===== config.mk =====
export PLATFORM = sky130hd
export DESIGN_NAME = uart_rx_path
export DESIGN_NICKNAME = d
export VERILOG_FILES = /design/src/rtl/uart_rx_path.sv
export SDC_FILE = /design/constraint.sdc
export NUM_CORES = 1
export LEC_CHECK = 0
export BUFFER_PORTS_ARGS = -buffer_cell sky130_fd_sc_hd__buf_2
export CORE_MARGIN = 8
export CORE_UTILIZATION = 55
export DETAILED_ROUTE_END_ITERATION = 7
export PLACE_DENSITY = 0.78
export SLEW_MARGIN = 20
export SYNTH_ARGS = -nofsm -noshare
export SYNTH_HDL_FRONTEND = slang
export SYNTH_SLANG_ARGS = --single-unit

===== constraint.sdc =====
create_clock -name clk -period 2.8 [get_ports clk]
set_input_delay 0.7 -clock clk [delete_from_list [all_inputs] [get_ports clk]]
set_output_delay 0.7 -clock clk [all_outputs]
set_load 0.03 [all_outputs]

===== src/rtl/uart_rx_path.sv =====
//------------------------------------------------------------------------------
// Module   : uart_rx_path
// Purpose  : UART receive path: 8N1 deserialiser feeding a show-ahead RX FIFO.
//            Define UART_RX_PARITY_EN to receive 8E1 frames (even parity check).
// Revision : 1.0 - initial release
//------------------------------------------------------------------------------
`default_nettype none

module uart_rx_path #(
  parameter int CLKS_PER_BIT = 434,
  parameter int FIFO_AW      = 3
) (
  input  logic       clk,
  input  logic       rst_n,
  input  logic       i_rxd,
  input  logic       i_rx_valid,
  output logic [7:0] o_rx,
  output logic       o_irq,
  output logic       o_rx_busy,
  output logic       o_frame_err,
  output logic       o_overrun,
  output logic       o_rx_full,
  output logic       o_rx_empty
);

  localparam int                 DEPTH     = 1 << FIFO_AW;
  localparam int                 BW        = $clog2(CLKS_PER_BIT);
  localparam logic [BW-1:0]      HALF_LOAD = BW'(CLKS_PER_BIT / 2 - 1);
  localparam logic [BW-1:0]      FULL_LOAD = BW'(CLKS_PER_BIT - 1);
  localparam logic [FIFO_AW:0]   DEPTH_C   = (FIFO_AW + 1)'(DEPTH);

  localparam logic [2:0] S_IDLE   = 3'd0;
  localparam logic [2:0] S_START  = 3'd1;
  localparam logic [2:0] S_DATA   = 3'd2;
`ifdef UART_RX_PARITY_EN
  localparam logic [2:0] S_PARITY = 3'd3;
`endif
  localparam logic [2:0] S_STOP   = 3'd4;
  localparam logic [2:0] S_ERR    = 3'd5;

  logic               rxd_meta_q, rxd_sync_q, rxd_hist_q;
  logic [2:0]         state_q, state_d;
  logic [BW-1:0]      baud_q, baud_d;
  logic [2:0]         bit_q, bit_d;
  logic [7:0]         shift_q, shift_d;
  logic               push;
  logic               stop_ok;
  logic [FIFO_AW-1:0] wr_ptr_q, wr_ptr_d, rd_ptr_q, rd_ptr_d;
  logic [FIFO_AW:0]   count_q, count_d;
  logic               irq_q, irq_d, ovr_q, ovr_d;
  logic               pop, accept, fifo_full, fifo_empty;
  logic [7:0]         mem_q [DEPTH];
`ifdef UART_RX_PARITY_EN
  logic               par_err_q, par_err_d;
  assign stop_ok = rxd_sync_q && !par_err_q;
`else
  assign stop_ok = rxd_sync_q;
`endif

  always_comb begin
    state_d = state_q;
    baud_d  = baud_q;
    bit_d   = bit_q;
    shift_d = shift_q;
    push    = 1'b0;
`ifdef UART_RX_PARITY_EN
    par_err_d = par_err_q;
`endif
    if (state_q != S_IDLE && baud_q != '0) begin
      baud_d = baud_q - 1'b1;
    end else begin
      case (state_q)
        S_IDLE: begin
          // Only a fresh falling edge starts a frame, so a held break is ignored.
          if (rxd_hist_q && !rxd_sync_q) begin
            state_d = S_START;
            baud_d  = HALF_LOAD;
          end
        end
        S_START: begin
          baud_d = FULL_LOAD;
          bit_d  = 3'd0;
          state_d = rxd_sync_q ? S_IDLE : S_DATA;
        end
        S_DATA: begin
          shift_d = {rxd_sync_q, shift_q[7:1]};
          baud_d  = FULL_LOAD;
          bit_d   = bit_q + 3'd1;
          if (bit_q == 3'd7) begin
`ifdef UART_RX_PARITY_EN
            state_d = S_PARITY;
`else
            state_d = S_STOP;
`endif
          end
        end
`ifdef UART_RX_PARITY_EN
        S_PARITY: begin
          par_err_d = rxd_sync_q ^ (^shift_q);
          baud_d    = FULL_LOAD;
          state_d   = S_STOP;
        end
`endif
        S_STOP: begin
          push    = stop_ok;
          state_d = stop_ok ? S_IDLE : S_ERR;
        end
        default: state_d = S_IDLE;
      endcase
    end
  end

  // A push into a full FIFO is still accepted when a pop frees a slot in the same cycle.
  always_comb begin
    fifo_full  = (count_q == DEPTH_C);
    fifo_empty = (count_q == '0);
    pop        = i_rx_valid && !fifo_empty;
    accept     = push && (!fifo_full || pop);
    wr_ptr_d   = wr_ptr_q + FIFO_AW'(accept);
    rd_ptr_d   = rd_ptr_q + FIFO_AW'(pop);
    count_d    = count_q + (FIFO_AW + 1)'(accept) - (FIFO_AW + 1)'(pop);
    irq_d      = accept;
    ovr_d      = push && !accept;
  end

  always_ff @(posedge clk or negedge rst_n) begin
    if (!rst_n) begin
      rxd_meta_q <= 1'b1;
      rxd_sync_q <= 1'b1;
      rxd_hist_q <= 1'b1;
      state_q    <= S_IDLE;
      baud_q     <= '0;
      bit_q      <= '0;
      shift_q    <= '0;
      wr_ptr_q   <= '0;
      rd_ptr_q   <= '0;
      count_q    <= '0;
      irq_q      <= 1'b0;
      ovr_q      <= 1'b0;
`ifdef UART_RX_PARITY_EN
      par_err_q  <= 1'b0;
`endif
    end else begin
      rxd_meta_q <= i_rxd;
      rxd_sync_q <= rxd_meta_q;
      rxd_hist_q <= rxd_sync_q;
      state_q    <= state_d;
      baud_q     <= baud_d;
      bit_q      <= bit_d;
      shift_q    <= shift_d;
      wr_ptr_q   <= wr_ptr_d;
      rd_ptr_q   <= rd_ptr_d;
      count_q    <= count_d;
      irq_q      <= irq_d;
      ovr_q      <= ovr_d;
`ifdef UART_RX_PARITY_EN
      par_err_q  <= par_err_d;
`endif
    end
  end

  always_ff @(posedge clk) begin
    if (accept) begin
      mem_q[wr_ptr_q] <= shift_q;
    end
  end

  assign o_rx        = fifo_empty ? 8'h00 : mem_q[rd_ptr_q];
  assign o_irq       = irq_q;
  assign o_rx_busy   = (state_q != S_IDLE);
  assign o_frame_err = (state_q == S_ERR);
  assign o_overrun   = ovr_q;
  assign o_rx_full   = fifo_full;
  assign o_rx_empty  = fifo_empty;

endmodule

`default_nettype wire


* Word level (Yosys, flattened, before mapping)
Memory sizes are Yosys's and may differ from the RTL's.
Cells that the tools add are included.
** Storage, ports and cells
- Bits in registers :: 38
- Latch bits :: 0
- Memories :: 1
- Input bits :: 4
- RAM bits :: 64
- Bits in read-only memories :: 0
- Output and inout port bits :: 14
- Logic and storage cells :: 64
** Cells by class
- Shift operators :: 0
- Divide/modulo/power cells :: 0
- $mul :: 0
- Multiplexer cells :: 14
- Bitwise gates (word level) :: 1
- Order comparisons :: 0
- $add $sub $neg :: 6
- Eq/ne operators :: 9
- Reduce and logical (&&, ||, !) cells :: 21
** Memory list
- mem_q :: words 8, width 8, rd ports 1, clocked after Yosys merged registers in 0, wr ports 1, line 52 : logic [7:0] mem_q [DEPTH];
** Operators with widths (number)
- 2-to-1 mux 9 bit :: 2
- one-hot mux 9 bit (2 select lines) :: 1
- one-hot mux 3 bit (4 select lines) :: 1
- == test 3 bit, second input constant :: 3
- 2-to-1 mux 3 bit :: 3
- nonzero test 9 bit :: 1
- subtractor 9 x 1 -> 9 bit, second input constant :: 1
- 2-to-1 mux 8 bit :: 1
- adder 3 x 1 -> 3 bit :: 2
- one-hot mux 3 bit (2 select lines) :: 1
- AND reduction 2 bit :: 3
- nonzero test 3 bit :: 2
- logical AND 1 bit :: 5
- adder 4 x 1 -> 4 bit :: 1
- == test 4 bit, second input constant :: 1
- logical NOT 1 bit :: 4
- logical NOT 4 bit :: 1
- 2-to-1 mux 1 bit :: 4
- != test 2 bit, second input constant :: 2
- subtractor 4 x 1 -> 4 bit :: 1
- adder 3 x 1 -> 3 bit, second input constant :: 1
- == test 3 x 1 -> 1 bit, second input constant :: 1
- == test 3 x 2 -> 1 bit, second input constant :: 1
- logical NOT 3 bit :: 1
- 7 further kinds :: 7

* Longest topological paths before layout
- Word-level depth :: 7
- Mapped depth :: 12
- Depth with buffers taken out :: 11

* Worst setup path after synthesis
OpenSTA, ideal clock, no wires.
- Path type :: reg-to-reg
- Start point :: register count_q[2]
- End point :: register count_q[2]
- Arrival :: 2.994 ns
- Period minus slack after synthesis :: 3.116 ns
- Cell stages (with the launch flop) :: 11
- Setup slack :: -0.316 ns
- Setup time :: 0.123 ns
- Required time :: 2.677 ns
- Path buffers :: 0
- Cell sequence :: dfrtp_1 > inv_1 > ha_1 > nor3b_1 > nor2b_1 > ha_1 > inv_1 > ha_1 > inv_1 > fa_1 > xnor2_1
** On the way
- Longest elaborated chain between the ends :: 7
- Elaborated cells between the ends (all ways) :: 9
- Those cells by class :: 2 x add/sub; 1 x eq/ne; 6 x reduce/logical
** Ends and longest elaborated chain
- start: declaration :: line 49 : logic [FIFO_AW:0] count_q, count_d;
- start signal: assignment :: line 153 : count_q <= count_d;
- logical NOT 4 bit (*) :: line 116 : fifo_empty = (count_q == '0);
- named net o_rx_empty :: line 23 : output logic o_rx_empty
- logical NOT 1 bit (*) :: line 117 : pop = i_rx_valid && !fifo_empty;
- logical AND 1 bit (*) :: line 117
- logical OR 1 bit :: line 118 : accept = push && (!fifo_full || pop);
- logical AND 1 bit :: line 118
- adder 4 x 1 -> 4 bit :: line 121 : count_d = count_q + (FIFO_AW + 1)'(accept) - (FIFO_AW + 1)'(pop);
- subtractor 4 x 1 -> 4 bit (*) :: line 121
- named net count_d[2] :: line 49
The timed path passes the listed nets; every way through them passes the cells marked *.
A chain may end at the register's enable or synchronous reset.

* Worst setup path in the final report
- Start point :: register baud_q[1]
- End point :: register count_q[2]
** On the way
- Longest elaborated chain between the ends :: 6
** Ends and longest elaborated chain
- start: declaration :: line 43 : logic [BW-1:0] baud_q, baud_d;
- start signal: assignment :: line 148 : baud_q <= baud_d;
- nonzero test 9 bit :: line 69 : if (state_q != S_IDLE && baud_q != '0) begin
- logical AND 1 bit :: line 69
- 2-to-1 mux 1 bit :: line 69
- logical AND 1 bit :: line 118
- named net accept :: line 51 : logic pop, accept, fifo_full, fifo_empty;
- adder 4 x 1 -> 4 bit :: line 121
- subtractor 4 x 1 -> 4 bit :: line 121
- named net count_d[2] :: line 49
The timed path passes the listed nets, and every way through them passes these cells.

==> out/qor.csv <==
metric;value;unit
status;completed;
post-route ant nets;0;
via/cell ratio;5.696;
Synth Area in Adders;4.319;%
DIE HEIGHT;106.6;µm
post-synth net total;314;
DR WL/cell;17.96;µm
Arr. time, crit path;2890;ps
type of the tightest min-delay check;flip-flop to flip-flop;
Clk pin slew, worst setup/hold paths;110;ps
largest net degree at the start of global routing;39;
actual slew at the worst max-slew pin;884.3;ps
Primary FF master, synth;edfxtp_1;
Final Skew;13.44;ps
Net count, final;353;
Mapped Avg Cell Area;15.32;µm²
Clk pwr share;21.1;%
Final Max Slew Viols;0;
EDFF count, synth;64;
routability congestion estimate;0.8746;
multiplexer share of the synthesized area;12.40;%
setup_tns;0;ps
largest area contributor in the netlist;edfxtp_1;
# port buffers;17;
#FFs+latches synth;102;
cts hold-fix bufs;0;
Global Route Usage Sum;15.03;%
Max Freq;0.3799;GHz
Net Sw Frac;35.65;%
Synth Area in Compound Gates;5.952;%
IO Pins;18;
Yosys top cell area share;42.52;%
fin crit share;94.00;%
Placeable Area;8093;µm²
die area;11370;µm²
Filler Cell Count;606;
Cell Area, Synth;4519;µm²
top post-synthesis cells by area;edfxtp_1 43%, dfrtp_1 19%, mux4_2 8.0%;
final routed DRC violation total;0;
via count;2529;
antenna violations before repair;0;
hold path cells;0;
post-route cell area;5075;µm²
sequential share of the synthesized area;63.65;%
Sink Count;102;
Antenna diodes;0;
commonest non-fill, non-tap cells in the layout;64 x edfxtp_1, 34 x dfrtp_1, 23 x nor2_1, 23 x buf_4, 17 x buf_2;
layout cell share with drive strength beyond 1;30.68;%
Final Power;4.270;mW
unrepaired setup endpoints after global routing;no;
Netlist cell types;53;
async set-or-reset flop fraction in the synthesized netlist;37.25;%
Leak Pwr;1.965;nW
Int Pwr;2.747;mW
maximum VDD drop;0.4651;mV
H-Tree Depth;3;
crit path launch;baud_q[1];
WHS Endpoint;rxd_sync_q;
post-layout util;62.71;%
worst r2r src;baud_q[1];
footprint of the multi-input gates;1550;µm²
Fin Hold WS;360.4;ps
Initial DRT Pass Iterations;4;
Tmin final;2632;ps
Starting Density;55.84;%
Ys Warns;0;
simple-gate share of the synthesized area;10.11;%
FP Rows;33;
most common cell after layout, fill and taps aside;edfxtp_1;
Seq. cell area;2878;µm²
Iter 0 DRT Violations;113;
Max Root-Sink Buffers;2;
Hold Fails Final Rpt;0;
dpl cell area;4872;µm²
reg2reg path depth;11;
Rel. slew slack;41.05;%
global-route wire length before repair;13.20;mm
reg2reg setup slack;170;ps
post-DP HPWL;5.528;mm
endpoints failing setup;0;
max_cap viols;0;
Pwr Density;841.3;nW/µm²
CTS tree;yes;
largest family of logic cells by synthesized area;multiplexers;
Sw Pwr;1.522;mW
xor and xnor area share after synthesis;0.9690;%
worst hold start;rxd_meta_q;
Congestion Overflow GR;0;
Gate Count Post-Synth;295;
worst-path fanout max;5;
Clock Tree Root;clkbuf_8;
TritonCTS buffer count;9;
startpoint types;flip-flop;
Critical Path RT;3050;ps
vias in the first global route;2627;
power share of the combinational group;35.3;%
Die Width;106.6;µm
Area growth syn-to-layout;12.29;%
Total Wirelength;7.976;mm
sequential cell fraction of total power;43.6;%
CP Class;flip-flop to flip-flop;
Worst R2R End;count_q[2];
clock latency on the worst-skew pair;370;ps
CP Capture Type;flip-flop;
[area by class of cell]
cell class	count	area share [%]
Timing Repair Buffer	41	5.301
Sequential cell	102	56.71
Clock buffer	9	2.441
Inverter	13	0.9615
Multi-Input combinational cell	167	30.55
Clock inverter	7	1.455
Tap cell	105	2.589
[power groups by stage]
stage	Combinational [mW]	Clock [mW]	Sequential [mW]
after floorplan	1.21	0	1.81
after detailed placement	1.51	0	1.90
final	1.51	0.901	1.86
after global placement	1.48	0	1.89
after global routing	1.65	0.965	1.88
after CTS	1.52	0.920	1.87
[layer usage]
metal | vias up | GRT usage, % | part of all wire, %
met1 | 1278 | 17.30 | 41
met2 | 43 | 26.55 | 54
li1 | 1195 | - | -
met5 | - | 0 | 0
met3 | 13 | 3.119 | 3.4
met4 | 0 | 6.533 | 1.8
[synthesized netlist by cell type, types with 2 or more instances]
master and instances:
edfxtp_1 64, dfrtp_1 35, nor2_1 23, mux4_2 16, ha_1 14, o21ai_0 13, inv_1 12, nand2_1 10
a21oi_1 8, mux2_4 8, mux2i_1 8, clkbuf_1 7, nor3_1 7, buf_2 4, nand2b_1 4, nand3_1 4
nor4_1 4, dfstp_2 3, nor3b_1 3, o211ai_1 3, xor2_1 3, a31oi_1 2, and3_1 2, buf_6 2
nand2_2 2, nand3b_1 2, nor2b_1 2, nor3_2 2, or3_1 2, or4_1 2, xnor2_1 2
[kinds of logic (layout without fill, tap and decap cells)]
| logic type | Yosys count | in the layout |
|---|---|---|
| flops | 102 | 102 |
| simple gates | 77 | 77 |
| compound gates | 38 | 38 |
| mux | 32 | 32 |
| buf+inv | 26 | 70 |
| fa+ha+maj | 15 | 15 |
| xor+xnor | 5 | 5 |
[registers in the layout, summed over array words and instances, names as in the netlist]
name,count
rxd_sync_q,1
o_irq,1
count_q,4
rxd_meta_q,1
wr_ptr_q,3
rd_ptr_q,3
bit_q,3
rxd_hist_q,1
mem_q,64
state_q,3
o_overrun,1
baud_q,9
shift_q,8
[critical path, cell delays in order, from the launching register on]
cell and delay (ps):
dfrtp_1 440, inv_2 100, ha_4 130, or4b_4 500
a2111oi_4 230, inv_1 80, ha_1 270, inv_1 60
ha_2 160, inv_1 50, fa_1 370, xnor2_1 140
[per-stage QoR]
stage	worst slack, ps	std cells
after CTS	29.58	444
final	168.0	444
after global placement	143.7	428
after detailed placement	76.67	428
after global routing	26.83	444
after floorplan	5.361	295
[what timing repair did]
action | in CTS | in global routing
endpoints found under the hold margin | 0 | 0
buffers inserted | 0 | 0
setup endpoints to repair | 0 | 7
resized for setup | 0 | 3
[worst max path at each step]
stage,endpoint,slack (ps),depth (start not counted)
final,count_q[2],170,11
after global routing,count_q[2],30,11
after CTS,o_rx[0],30,5
after detailed placement,count_q[2],80,11
after global placement,count_q[2],140,11
after floorplan,count_q[2],5,12
Power figures use the tool's default switching activity.
